$ cat config.mk
export PLATFORM = sky130hd
export DESIGN_NAME = call_scheduler
export DESIGN_NICKNAME = d
export VERILOG_FILES = /design/src/rtl/call_scheduler.sv
export SDC_FILE = /design/constraint.sdc
export NUM_CORES = 1
export LEC_CHECK = 0
export ABC_AREA = 0
export CORE_MARGIN = 4
export CORE_UTILIZATION = 45
export DETAILED_ROUTE_END_ITERATION = 8
export GPL_TIMING_DRIVEN = 0
export PLACE_DENSITY = 0.75
export SETUP_SLACK_MARGIN = 0.05
export SLEW_MARGIN = 15
export SYNTH_ARGS = -nofsm -noshare
export SYNTH_HDL_FRONTEND = slang
export SYNTH_SLANG_ARGS = --single-unit
$ cat constraint.sdc
create_clock -name clk -period 4.6 [get_ports clk]
set_clock_uncertainty 0.15 [all_clocks]
set_input_delay 1.38 -clock clk [delete_from_list [all_inputs] [get_ports clk]]
set_output_delay 1.38 -clock clk [all_outputs]
set_load 0.05 [all_outputs]
$ cat src/rtl/call_scheduler.sv
// call_scheduler: dispatch scheduler for a single elevator car.
// Latches hall up/down calls and car buttons into pending vectors and runs a
// SCAN (collective) policy to pick the travel direction. It issues one-floor
// move requests and door-open pulses to the motion/door controller.
// Optional feature macro: CALL_PARK_EN (auto-park to floor 0 after an idle
// period). With the macro undefined the car simply stays where it is.
//
// Handshake: there is no valid/ready pairing on this block. up_req, down_req,
// car_req, clear_all, arrived and door_done are single-cycle pulses sampled on
// the rising edge. move_req is a level held while the car should travel one
// floor in dir, and it drops on the edge that accepts the stopping arrived.
// open_req is a one-cycle pulse on the first cycle of every stop.
module call_scheduler #(
  parameter int FLOORS      = 8,
  parameter int FLOOR_W     = 3,
  parameter int PARK_CYCLES = 255
) (
  input  logic               clk,
  input  logic               rst,
  input  logic [FLOORS-1:0]  up_req,
  input  logic [FLOORS-1:0]  down_req,
  input  logic [FLOORS-1:0]  car_req,
  input  logic               clear_all,
  input  logic [FLOOR_W-1:0] cur_floor,
  input  logic               arrived,
  input  logic               door_done,
  output logic [FLOORS-1:0]  up_pend,
  output logic [FLOORS-1:0]  down_pend,
  output logic [FLOORS-1:0]  car_pend,
  output logic [1:0]         dir,
  output logic               move_req,
  output logic               open_req,
  output logic [FLOOR_W-1:0] target,
  output logic               busy,
  output logic [1:0]         state_dbg
);

  typedef enum logic [1:0] {
    S_IDLE = 2'd0,
    S_UP   = 2'd1,
    S_DOWN = 2'd2,
    S_STOP = 2'd3
  } state_t;

  localparam logic [1:0] DIR_IDLE = 2'b00;
  localparam logic [1:0] DIR_UP   = 2'b01;
  localparam logic [1:0] DIR_DN   = 2'b10;

  // There is no up call at the top floor and no down call at the bottom floor.
  localparam logic [FLOORS-1:0] UP_MASK = ~(FLOORS'(1) << (FLOORS - 1));
  localparam logic [FLOORS-1:0] DN_MASK = ~FLOORS'(1);

  // The idle counter is 8 bits wide, so the park delay must fit in it.
  if (PARK_CYCLES < 1 || PARK_CYCLES > 255) begin : g_park_cycles_range
    $error("call_scheduler: PARK_CYCLES must be in 1..255");
  end

  state_t             state;
  state_t             nxt_state;
  logic [1:0]         nxt_dir;
  logic               enter_stop;

  logic [FLOORS-1:0]  all_pend;
  logic [FLOORS-1:0]  cur_oh;
  logic [FLOORS-1:0]  above_mask;
  logic [FLOORS-1:0]  below_mask;
  logic               here;
  logic               above;
  logic               below;
  logic               up_stop;
  logic               dn_stop;
  logic [FLOOR_W-1:0] up_tgt;
  logic [FLOOR_W-1:0] dn_tgt;

  logic [FLOORS-1:0]  ign_up;
  logic [FLOORS-1:0]  ign_dn;
  logic [FLOORS-1:0]  ign_car;
  logic [FLOORS-1:0]  clr_up;
  logic [FLOORS-1:0]  clr_dn;
  logic [FLOORS-1:0]  clr_car;
  logic [FLOORS-1:0]  park_set;

  assign all_pend  = up_pend | down_pend | car_pend;
  assign cur_oh    = FLOORS'(1) << cur_floor;
  assign here      = |(all_pend & cur_oh);
  assign above     = |(all_pend & above_mask);
  assign below     = |(all_pend & below_mask);
  assign busy      = (state != S_IDLE);
  assign state_dbg = state;

  // Floor masks strictly above and strictly below the car.
  always_comb begin
    above_mask = '0;
    below_mask = '0;
    for (int i = 0; i < FLOORS; i++) begin
      above_mask[i] = (i > int'(cur_floor));
      below_mask[i] = (i < int'(cur_floor));
    end
  end

  // Nearest pending floor above (lowest) and below (highest) the car.
  always_comb begin
    up_tgt = cur_floor;
    dn_tgt = cur_floor;
    for (int i = FLOORS - 1; i >= 0; i--) begin
      if (above_mask[i] && all_pend[i]) up_tgt = FLOOR_W'(i);
    end
    for (int i = 0; i < FLOORS; i++) begin
      if (below_mask[i] && all_pend[i]) dn_tgt = FLOOR_W'(i);
    end
  end

  // Stop tests at the floor just reached; running out of calls ahead always
  // stops the car so it never travels past the last call.
  always_comb begin
    up_stop = car_pend[cur_floor] | up_pend[cur_floor]
            | (down_pend[cur_floor] & ~above) | ~above;
    dn_stop = car_pend[cur_floor] | down_pend[cur_floor]
            | (up_pend[cur_floor] & ~below) | ~below;
  end

  // Target floor presented to the display and the motion block.
  always_comb begin
    case (state)
      S_UP:    target = up_tgt;
      S_DOWN:  target = dn_tgt;
      default: target = cur_floor;
    endcase
  end

  // SCAN next-state decision from the registered pending vectors.
  always_comb begin
    nxt_state  = state;
    nxt_dir    = dir;
    enter_stop = 1'b0;
    case (state)
      S_IDLE: begin
        if (here) begin
          nxt_state  = S_STOP;
          nxt_dir    = DIR_IDLE;
          enter_stop = 1'b1;
        end else if (above) begin
          nxt_state = S_UP;
          nxt_dir   = DIR_UP;
        end else if (below) begin
          nxt_state = S_DOWN;
          nxt_dir   = DIR_DN;
        end
      end
      S_UP: begin
        if (arrived && up_stop) begin
          nxt_state  = S_STOP;
          enter_stop = 1'b1;
        end
      end
      S_DOWN: begin
        if (arrived && dn_stop) begin
          nxt_state  = S_STOP;
          enter_stop = 1'b1;
        end
      end
      S_STOP: begin
        if (door_done) begin
          if (dir == DIR_UP && above) begin
            nxt_state = S_UP;
          end else if (dir == DIR_DN && below) begin
            nxt_state = S_DOWN;
          end else if (dir != DIR_IDLE && here) begin
            // Opposite hall call waiting at this floor: reopen for it.
            nxt_state  = S_STOP;
            nxt_dir    = (dir == DIR_UP) ? DIR_DN : DIR_UP;
            enter_stop = 1'b1;
          end else if (above) begin
            nxt_state = S_UP;
            nxt_dir   = DIR_UP;
          end else if (below) begin
            nxt_state = S_DOWN;
            nxt_dir   = DIR_DN;
          end else begin
            nxt_state = S_IDLE;
            nxt_dir   = DIR_IDLE;
          end
        end
      end
      default: begin
        nxt_state = S_IDLE;
        nxt_dir   = DIR_IDLE;
      end
    endcase
  end

  // FSM state and registered motion/door outputs.
  always_ff @(posedge clk or negedge rst) begin
    if (!rst) begin
      state    <= S_IDLE;
      dir      <= DIR_IDLE;
      move_req <= 1'b0;
      open_req <= 1'b0;
    end else begin
      state    <= nxt_state;
      dir      <= nxt_dir;
      move_req <= (nxt_state == S_UP) || (nxt_state == S_DOWN);
      open_req <= enter_stop;
    end
  end

  // Calls being served at the current floor: ignore new ones while stopped
  // and clear the latched ones on the stop entry edge (using the stop's dir).
  always_comb begin
    ign_car = '0;
    ign_up  = '0;
    ign_dn  = '0;
    clr_car = '0;
    clr_up  = '0;
    clr_dn  = '0;
    if (state == S_STOP) begin
      ign_car = cur_oh;
      if (dir != DIR_DN) ign_up = cur_oh;
      if (dir != DIR_UP) ign_dn = cur_oh;
    end
    if (enter_stop) begin
      clr_car = cur_oh;
      if (nxt_dir != DIR_DN) clr_up = cur_oh;
      if (nxt_dir != DIR_UP) clr_dn = cur_oh;
    end
  end

`ifdef CALL_PARK_EN
  logic [7:0] park_cnt;
  logic       idle_empty;
  logic       any_req;
  logic       park_fire;

  assign idle_empty = (state == S_IDLE) && (all_pend == '0);
  assign any_req    = |{up_req, down_req, car_req};
  assign park_fire  = idle_empty && !any_req && !clear_all
                    && (park_cnt == 8'(PARK_CYCLES)) && (cur_floor != '0);
  assign park_set   = park_fire ? FLOORS'(1) : '0;

  // Idle counter: runs only while idle with nothing pending, saturates at the limit.
  always_ff @(posedge clk or negedge rst) begin
    if (!rst) begin
      park_cnt <= '0;
    end else if (!idle_empty || any_req || clear_all) begin
      park_cnt <= '0;
    end else if (park_cnt != 8'(PARK_CYCLES)) begin
      park_cnt <= park_cnt + 8'd1;
    end
  end
`else
  assign park_set = '0;
`endif

  // Pending call registers; clear_all overrides everything in the same cycle.
  always_ff @(posedge clk or negedge rst) begin
    if (!rst) begin
      up_pend   <= '0;
      down_pend <= '0;
      car_pend  <= '0;
    end else if (clear_all) begin
      up_pend   <= '0;
      down_pend <= '0;
      car_pend  <= '0;
    end else begin
      up_pend   <= (up_pend   | (up_req   & UP_MASK & ~ign_up)) & ~clr_up;
      down_pend <= (down_pend | (down_req & DN_MASK & ~ign_dn)) & ~clr_dn;
      car_pend  <= (car_pend  | (car_req & ~ign_car) | park_set) & ~clr_car;
    end
  end

endmodule
==> results.sh, run 1 <==
export IMPL_status="finished clean"
export IMPL_htree_levels=2
export IMPL_synthFlopType="dfrtp_1"
export IMPL_hold_viol=0
export IMPL_core_region_area_mm2=0.00557
export IMPL_maxCapViolCount=0
export IMPL_clk_insertion_delay_late_ns=0.29
export IMPL_ant_nets=0
export IMPL_reg2reg_slack_ns=1.26
export IMPL_fin_crit_ns=4.48
export IMPL_grt_antenna_before_repair=0
export IMPL_async_flop_share_pct=100
export IMPL_rows=27
export IMPL_wl_per_cell_um=19.1
export IMPL_relSlewSlack_pct=30.4
export IMPL_route_detailed_drc=0
export IMPL_slew_violations=0
export IMPL_holdBufCountCts=0
export IMPL_power_uw=1980
export IMPL_whs_ns=0.432
export IMPL_cts_tree="yes"
export IMPL_max_vdd_ir_drop_uv=525
export IMPL_fp_dieW_um=84.3
export IMPL_reg2reg_to="up_pend[0]"
export IMPL_worstPathMaxFanout=8
export IMPL_ios=66
export IMPL_hp_class="flip-flop to flip-flop"
export IMPL_clkTransAtPathRegs_ns=0.06
export IMPL_grt_pass1_vias=3027
export IMPL_crit_path_end_kind="output pin"
export IMPL_final_cells=476
export IMPL_timing_final_crit_share_pct=97.4
export IMPL_yosys_warnings=0
export IMPL_syn_nets=351
export IMPL_avgSynthCellArea_um2=8.32
export IMPL_io_buffers=62
export IMPL_syn_inst=315
export IMPL_place_gp_congestion=0.938
export IMPL_ys_ff_latch=30
export IMPL_required_ns=3.07
export IMPL_max_freq_mhz=223
export IMPL_r2r_start="up_pend[6]"
export IMPL_syn_area_mm2=0.00262
export IMPL_critPathKind="primary input to output pin"
export IMPL_antennaDiodeCount=0
export IMPL_first_pass_iters=5
export IMPL_clockBufferDepth=2
export IMPL_fp_dieH_um=84.3
export IMPL_dp_cells=449
export IMPL_hold_path_depth=2
export IMPL_gr_total_overflow=0
export IMPL_setup_viol=0
export IMPL_startpoint_type="primary input"
export IMPL_arrival_ns=2.95
export IMPL_grt_pass1_wl_um=14900
export IMPL_drt_vias_per_instance=6.48
export IMPL_cts_root_buf="clkbuf_8"
export IMPL_r2r_cells=10
export IMPL_drive_gt1_share_pct=22.5
export IMPL_dieArea_mm2=0.00711
export IMPL_cts_sinks=30
export IMPL_rsz0062_at_grt="yes"
export IMPL_yosysSeqAreaShare_pct=28.6
export IMPL_fin_nets=439
export IMPL_totalWireLength_um=9100
export IMPL_power_leakage_uw=0.00142
export IMPL_grt_max_degree=31
export IMPL_initial_core_util_pct=47.0
export IMPL_min_to="down_pend[0]"
export IMPL_mostFrequentLayoutCell="clkdlybuf4s50_1"
export IMPL_dpl_hpwl_um=6420
export IMPL_synth_edf_count=0
export IMPL_tightest_slew_ns=1.04
export IMPL_ys_types=67
export IMPL_min_from="down_pend[0]"
export IMPL_grtUsageTotal_pct=26.0
export IMPL_area_delta_synth_final_pct=40.8
export IMPL_drt_iter0_markers=302
export IMPL_power_density_mw_per_mm2=537
export IMPL_vias=3083
export IMPL_final_cell_mix="clkdlybuf4s50_1, nor2_1, dfrtp_1, nand2_1, a21oi_1"
export IMPL_fill_cells=472
export IMPL_cts_buffers=5
==> sequential cells by signal (all words and copies together), names as in the netlist <==
signal and count:
up_pend 8, move_req 1, open_req 1, state_dbg 2, dir 2, down_pend 8, car_pend 8
==> cells by family after synthesis <==
logic type                 after synthesis  share of synthesized area (%)
DFF                                     30                           28.6
muxes                                    2                           1.72
buffers and inverters                   27                           4.63
xor gates and xnor gates                 1                          0.334
and+or+nand+nor                        143                           30.2
adders and majority gates                4                           1.91
AOI/OAI and AO/OA                      108                           32.6
==> synthesized netlist by cell type, drive strengths merged (2+ instances only) <==
| cell | number | area share (%) |
|---|---|---|
| nor2 | 43 | 6.2 |
| dfrtp | 30 | 29 |
| nor3 | 26 | 7.0 |
| nand2 | 24 | 3.5 |
| a21oi | 23 | 4.5 |
| a211oi | 17 | 6.4 |
| o21a | 17 | 4.9 |
| nand3 | 13 | 2.5 |
| o21ai | 12 | 2.4 |
| inv | 10 | 1.4 |
| clkbuf | 9 | 1.3 |
| buf | 8 | 1.9 |
| a31oi | 6 | 2.0 |
| and2 | 5 | 1.2 |
| and3 | 4 | 0.95 |
| ha | 4 | 1.9 |
| nor2b | 4 | 0.95 |
| nor4 | 4 | 2.0 |
| or2 | 4 | 0.95 |
| a21boi | 3 | 0.86 |
| a221oi | 3 | 1.7 |
| nand3b | 3 | 0.86 |
| nor3b | 3 | 0.86 |
| o211ai | 3 | 1.2 |
| o21bai | 3 | 0.86 |
| o22ai | 3 | 0.72 |
| a41oi | 2 | 0.67 |
| mux4 | 2 | 1.7 |
| nand2b | 2 | 0.48 |
| nand4 | 2 | 0.48 |
| nor4b | 2 | 0.91 |
| o221ai | 2 | 0.91 |
| o22a | 2 | 0.67 |
| o311ai | 2 | 0.67 |
| o31ai | 2 | 1.1 |
| or3 | 2 | 0.48 |
==> stage by stage <==
stage,cell area (um^2),setup TNS [ns],utilization [%],setup slack (ns)
floorplan,2660,0,-,0.0860
global placement,3370,-3.64,60.5,-1.30
detailed placement,3370,-3.66,60.4,-1.30
CTS,3650,0,65.5,0.0545
global route,3690,0,66.2,0.00222
finish,3690,0,66.2,0.118
==> layout make-up <==
class	instances	area [um^2]	share of cell area, %
clock buffer	6	82.6	2.24
multi-input combinational	258	1820	49.4
sequential	30	751	20.3
inverter	10	37.5	1.02
buffer	16	138	3.73
timing repair buffer	82	754	20.4
clock inverter	2	12.5	0.339
tap	72	90.1	2.44
==> report_power, final <==
part	leakage [uW]	switching, uW	internal (uW)
clock	0.0000472	108	120
combinational	0.000994	883	481
sequential	0.000377	72.7	317
total	0.00142	1060	918
==> metal layers <==
layer	vias up	global-route usage [%]	share of wire [%]
met5	-	0	0
met2	198	40.8	47
met4	0	11.7	3.4
li1	1370	-	-
met1	1478	34.7	41
met3	37	5.00	8.6
==> worst max-delay path, stage by stage <==
cell,delay [ns]
buf_2,0.11
buf_6,0.11
buf_8,0.13
clkbuf_8,0.13
a21oi_1,0.05
o21ai_1,0.16
a21oi_1,0.08
o311ai_1,0.31
nand2_1,0.14
a31oi_4,0.17
buf_6,0.17
==> worst max path at each step <==
stage            startpoint   endpoint  slack (ns)  cells past startpoint
3_5_place_dp   cur_floor[1]  target[1]       -1.30                     10
2_1_floorplan  cur_floor[1]  target[0]        0.09                      9
4_1_cts        cur_floor[2]  target[0]        0.05                     11
3_3_place_gp   cur_floor[1]  target[1]       -1.30                     10
6_report       cur_floor[2]  target[0]        0.12                     11
5_1_grt        cur_floor[2]  target[0]       0.002                     11
==> what timing repair did <==
item,in CTS,in global routing
pin swaps,5,12
resized for setup,50,10
setup endpoints to repair,3,3
buffers inserted,16,4
hold endpoints to repair,0,0
Note: power is estimated with default switching activity, not from simulation.
==> run 2, diff against run 1 <==
Settings changed: CORE_MARGIN 4 to 3.
==> run 2 against run 1 <==
  * Register-to-register slack hardly changed
  * Combinational power hardly changed
  * Design area is 2.5% higher
  * Critical endpoint is now target[2]
  * Setup slack worse by 0.024 ns
  * Count of clock-buffer cells in the layout stayed put
  * Flip-flop and latch count stayed put
  * Critical path depth stayed put
  * Die area is 4.7% lower
  * Via count is 1.5% lower
  * First-iteration DRC count is 57% higher
  * Final cell count is 0.21% higher
==> results.sh, run 2 (synthesis results as in run 1) <==
export IMPL_status="finished clean"
export IMPL_arrival_ns=2.98
export IMPL_route_detailed_drc=0
export IMPL_initial_core_util_pct=47.0
export IMPL_area_delta_synth_final_pct=44.2
export IMPL_final_cells=477
export IMPL_final_util_pct=67.8
export IMPL_grt_max_degree=31
export IMPL_ant_nets=0
export IMPL_drive_gt1_share_pct=23.2
export IMPL_r2r_start="down_pend[6]"
export IMPL_critPathBufInv=4
export IMPL_min_from="down_pend[0]"
export IMPL_clockBufferDepth=2
export IMPL_grt_pass1_vias=2780
export IMPL_timing_final_crit_share_pct=98.0
export IMPL_power_density_mw_per_mm2=524
export IMPL_final_cell_mix="clkdlybuf4s50_1, nor2_1, dfrtp_1, nand2_1, a21oi_1"
export IMPL_slew_violations=0
export IMPL_rows=27
export IMPL_crit_path_max_incr_delay_ns=0.21
export IMPL_setup_viol=0
export IMPL_gr_total_overflow=0
export IMPL_rsz0062_at_grt="yes"
export IMPL_drt_iter0_markers=475
export IMPL_grtUsageTotal_pct=28.1
export IMPL_fp_dieH_um=82.3
export IMPL_antennaDiodeCount=0
export IMPL_dpl_hpwl_um=6370
export IMPL_power_leakage_uw=0.00146
export IMPL_ios=66
export IMPL_io_buffers=62
export IMPL_cts_root_buf="clkbuf_8"
export IMPL_setup_ws_ns=0.0940
export IMPL_htree_levels=2
export IMPL_crit_start="cur_floor[1]"
export IMPL_cp_slowest_cell="nor3_2"
export IMPL_clk_insertion_delay_late_ns=0.29
export IMPL_cts_sinks=30
export IMPL_startpoint_type="primary input"
export IMPL_holdBufCountCts=0
export IMPL_hold_viol=0
export IMPL_power_uw=1980
export IMPL_place_gp_congestion=0.903
export IMPL_drt_vias_per_instance=6.37
export IMPL_dp_slack_ns=-1.31
export IMPL_crit_path_end_kind="output pin"
export IMPL_wl_per_cell_um=19.2
export IMPL_core_region_area_mm2=0.00557
export IMPL_mostFrequentLayoutCell="clkdlybuf4s50_1"
export IMPL_grt_antenna_before_repair=0
export IMPL_required_ns=3.07
export IMPL_path_cells="buf_2 > buf_8 > buf_4 > nand2_4 > nor2_1 > nor3_2 > o21ai_1 > and2_1 > o21a_1 > o22a_1 > buf_6"
export IMPL_max_freq_mhz=222
export IMPL_tightest_slew_ns=1.06
export IMPL_worstPathMaxFanout=8
export IMPL_dieArea_mm2=0.00678
export IMPL_fp_dieW_um=82.3
export IMPL_cts_buffers=5
export IMPL_dp_cells=449
export IMPL_whs_ns=0.416
export IMPL_first_pass_iters=7
export IMPL_cp_top_family="buffers and inverters"
export IMPL_fin_nets=440
export IMPL_layout_top_registers="car_pend: 8 flops, down_pend: 8 flops, up_pend: 8 flops"
export IMPL_cts_tree="yes"
export IMPL_clkTransAtPathRegs_ns=0.07
export IMPL_grt_pass1_wl_um=14200
export IMPL_hp_class="flip-flop to flip-flop"
export IMPL_max_vdd_ir_drop_uv=385
export IMPL_fin_crit_ns=4.51
export IMPL_totalWireLength_um=9180
export IMPL_critPathKind="primary input to output pin"
export IMPL_maxCapViolCount=0
export IMPL_vias=3038
export IMPL_relSlewSlack_pct=28.7
run 2: changes by cell type in the layout (fill, tap and decap cells not counted), sizes merged:
| cell | change |
|---|---|
| buf | -1 |
| bufbuf | +1 |
| clkdlybuf4s15 | +1 |
run 2: layout make-up:
cell class                 count  area, um^2
multi-input combinational    258        1840
fill                         423        1790
timing repair buffer          83         821
sequential                    30         751
buffer                        16         144
tap                           72        90.1
clock buffer                   6        82.6
inverter                      10        37.5
clock inverter                 2        12.5
run 2: worst register-to-register path, stage by stage (launching register included):
cell and delay (ns):
dfrtp_1 0.44, nor3_1 0.88, nor2_2 0.15, nor3_2 0.19
buf_4 0.16, and2_2 0.23, o221ai_2 0.17, o31ai_4 0.32
nand2_2 0.20, a211oi_1 0.35
run 2: where the power goes:
| group | total, uW | switching (uW) | internal (uW) |
|---|---|---|---|
| clock | 232 | 112 | 120 |
| sequential | 388 | 71.2 | 317 |
| combinational | 1360 | 879 | 484 |
| total | 1980 | 1060 | 921 |
run 2: stage by stage:
stage | TNS [ns] | cell area (um^2)
global placement | -3.65 | 3370
CTS | 0 | 3690
finish | 0 | 3780
global route | 0 | 3780
floorplan | 0 | 2660
detailed placement | -3.66 | 3370
run 2: worst paths after layout:
check,end,slack (ns),cells past startpoint
max in group asynchronous,up_pend[1],2.86,1
min,down_pend[0],0.42,2
min reg2reg,down_pend[0],0.42,2
max reg2reg,down_pend[3],1.27,9
min in group asynchronous,move_req,0.98,1
max,target[2],0.09,11
run 2: repair_timing:
action	4_1_cts	5_1_grt
resized for setup	55	9
pin swaps	7	11
endpoints found under the setup margin	3	3
gates cloned	1	1
setup buffers	14	5
run 2: metal layers:
layer  up-vias  wire, um  GRT usage (%)
li1       1364         -              -
met1      1432      3720           37.9
met2       207      4280           44.1
met3        35       847           5.86
met4         0       327           10.8
met5         -         0              0
==> run 3, diff against run 2 <==
Settings changed: CORE_MARGIN 3 to not set, DONT_BUFFER_PORTS set to 1, PLACE_DENSITY 0.75 to 0.61.
==> run 3 against run 2 <==
  * Global-route usage is 0.56 points lower
  * Sequential share of layout area is 6.1 points higher
  * Setup slack better by 0.033 ns
  * Count of clock-buffer cells in the layout stayed put
  * Via count is 16% lower
  * Non-clock buffer count is 83 lower
  * Core utilization is 16 points lower
  * Combinational power is 29% lower
  * First-iteration DRC count is 56% lower
  * Critical path depth is 3 lower
  * Register-to-register slack worse by 0.12 ns
  * Hold slack better by 0.21 ns
  * Highest routed layer unchanged
==> results.sh, run 3 (synthesis results as in run 1) <==
export IMPL_wl_per_cell_um=19.8
export IMPL_startpoint_type="primary input"
export IMPL_power_leakage_uw=0.00107
export IMPL_maxCapViolCount=0
export IMPL_status="finished clean"
export IMPL_antennaDiodeCount=0
export IMPL_power_uw=1820
export IMPL_area_delta_synth_final_pct=10.2
export IMPL_hold_viol=0
export IMPL_final_cells=393
export IMPL_tightest_slew_ns=0.798
export IMPL_final_util_pct=51.8
export IMPL_critPathMostFrequentCell="a21oi_1"
export IMPL_cts_sinks=30
export IMPL_drt_vias_per_instance=6.52
export IMPL_layout_top_registers="car_pend: 8 flops, down_pend: 8 flops, up_pend: 8 flops"
export IMPL_multi_input_area_mm2=0.00179
export IMPL_fin_nets=357
export IMPL_dpl_hpwl_um=5900
export IMPL_cts_root_buf="clkbuf_8"
export IMPL_grt_max_degree=31
export IMPL_core_region_area_mm2=0.00557
export IMPL_grt_antenna_before_repair=0
export IMPL_clk_insertion_delay_late_ns=0.29
export IMPL_grt_pass1_wl_um=13000
export IMPL_htree_levels=2
export IMPL_totalWireLength_um=7770
export IMPL_cp_slowest_cell="a31oi_4"
export IMPL_grt_pass1_vias=2438
export IMPL_gr_total_overflow=0
export IMPL_vias=2562
export IMPL_fp_dieW_um=78.3
export IMPL_seq_area_um2=751
export IMPL_rows=27
export IMPL_cts_tree="yes"
export IMPL_fill_cells=534
export IMPL_max_freq_mhz=224
export IMPL_slew_violations=0
export IMPL_dp_slack_ns=-0.214
export IMPL_clkTransAtPathRegs_ns=0.08
export IMPL_setup_ws_ns=0.127
export IMPL_final_cell_mix="nor2_1, dfrtp_1, nand2_1, a21oi_1, nor3_1"
export IMPL_setup_viol=0
export IMPL_place_gp_congestion=0.917
export IMPL_required_ns=3.07
export IMPL_arrival_ns=2.94
export IMPL_cts_buffers=5
export IMPL_fp_dieH_um=78.3
export IMPL_crit_path_end_kind="output pin"
export IMPL_timing_final_crit_share_pct=97.2
export IMPL_route_detailed_drc=0
export IMPL_fin_crit_ns=4.47
export IMPL_holdBufCountCts=0
export IMPL_initial_core_util_pct=47.0
export IMPL_critPathKind="primary input to output pin"
export IMPL_dieArea_mm2=0.00613
export IMPL_ios=66
export IMPL_io_buffers=0
export IMPL_crit_path_max_incr_delay_ns=0.42
export IMPL_ant_nets=0
export IMPL_grtUsageTotal_pct=27.6
export IMPL_first_pass_iters=4
export IMPL_max_vdd_ir_drop_uv=399
export IMPL_rsz0062_at_grt="no"
export IMPL_mostFrequentLayoutCell="nor2_1"
export IMPL_drive_gt1_share_pct=18.4
export IMPL_hp_class="primary input to asynchronous set/reset pin"
export IMPL_relSlewSlack_pct=46.6
export IMPL_clockBufferDepth=2
export IMPL_dp_cells=387
export IMPL_power_density_mw_per_mm2=629
export IMPL_drt_iter0_markers=207
export IMPL_worstPathMaxFanout=19
export IMPL_path_cells="buf_4 > buf_6 > a21oi_1 > o21ai_1 > a21oi_1 > o311ai_1 > nand2_1 > a31oi_4"
==> run 3: worst max-delay path: cells and delay by family <==
kind | cells | cell delay [ns]
AND/OR/NAND/NOR | 1 | 0.14
buffers and inverters | 2 | 0.38
AO/OA/AOI/OAI | 5 | 1.04
==> run 3: area by class of cell <==
type / count / share of cell area (%)
inverter: 10 / 1.30
multi-input combinational: 258 / 62.1
sequential: 30 / 26.0
buffer: 15 / 3.34
clock buffer: 6 / 2.86
clock inverter: 1 / 1.04
tap: 72 / 3.12
timing repair buffer: 1 / 0.260
==> run 3: path summary, 6_finish.rpt <==
| check | slack, ns | endpoint | depth (start not counted) | start |
|---|---|---|---|---|
| max | 0.13 | target[0] | 8 | cur_floor[1] |
| min | 0.63 | car_pend[3] | 0 | rst |
| max reg2reg | 1.15 | down_pend[2] | 10 | state_dbg[0] |
| min reg2reg | 0.66 | down_pend[0] | 2 | down_pend[0] |
| max in group asynchronous | 3.59 | down_pend[2] | 0 | rst |
| min in group clk | 0.66 | down_pend[0] | 2 | down_pend[0] |
==> run 3: stage by stage <==
| stage | cell area [um^2] | hold slack, ns | TNS [ns] |
|---|---|---|---|
| 2_1_floorplan | 2660 | 0.618 | 0 |
| 3_3_place_gp | 2750 | 0.645 | -0.510 |
| 3_5_place_dp | 2750 | 0.647 | -0.539 |
| 4_1_cts | 2870 | 0.620 | 0 |
| 5_1_grt | 2890 | 0.614 | 0 |
| 6_report | 2890 | 0.626 | 0 |
==> run 3: power by group <==
group | internal (uW) | leakage [uW] | switching [uW]
Sequential | 313 | 0.000377 | 255
Clock | 173 | 0.0000573 | 109
Combinational | 322 | 0.000633 | 644
Total | 809 | 0.00107 | 1010
==> run 3: repair_timing <==
item / 4_1_cts / 5_1_grt
endpoints found under the hold margin: 0 / 0
setup buffers: 1 / 0
resized for setup: 7 / 6
pin swaps: 4 / 2
endpoints found under the setup margin: 3 / 2
==> run 3: layer usage <==
| metal | share of wire, % | vias to the layer above | wire length, um | global-route usage, % |
|---|---|---|---|---|
| met2 | 45 | 104 | 3530 | 42.0 |
| met5 | 0 | - | 0 | 0 |
| li1 | - | 1195 | - | - |
| met3 | 7.2 | 9 | 562 | 6.63 |
| met1 | 46 | 1254 | 3610 | 38.9 |
| met4 | 0.90 | 0 | 70 | 7.22 |
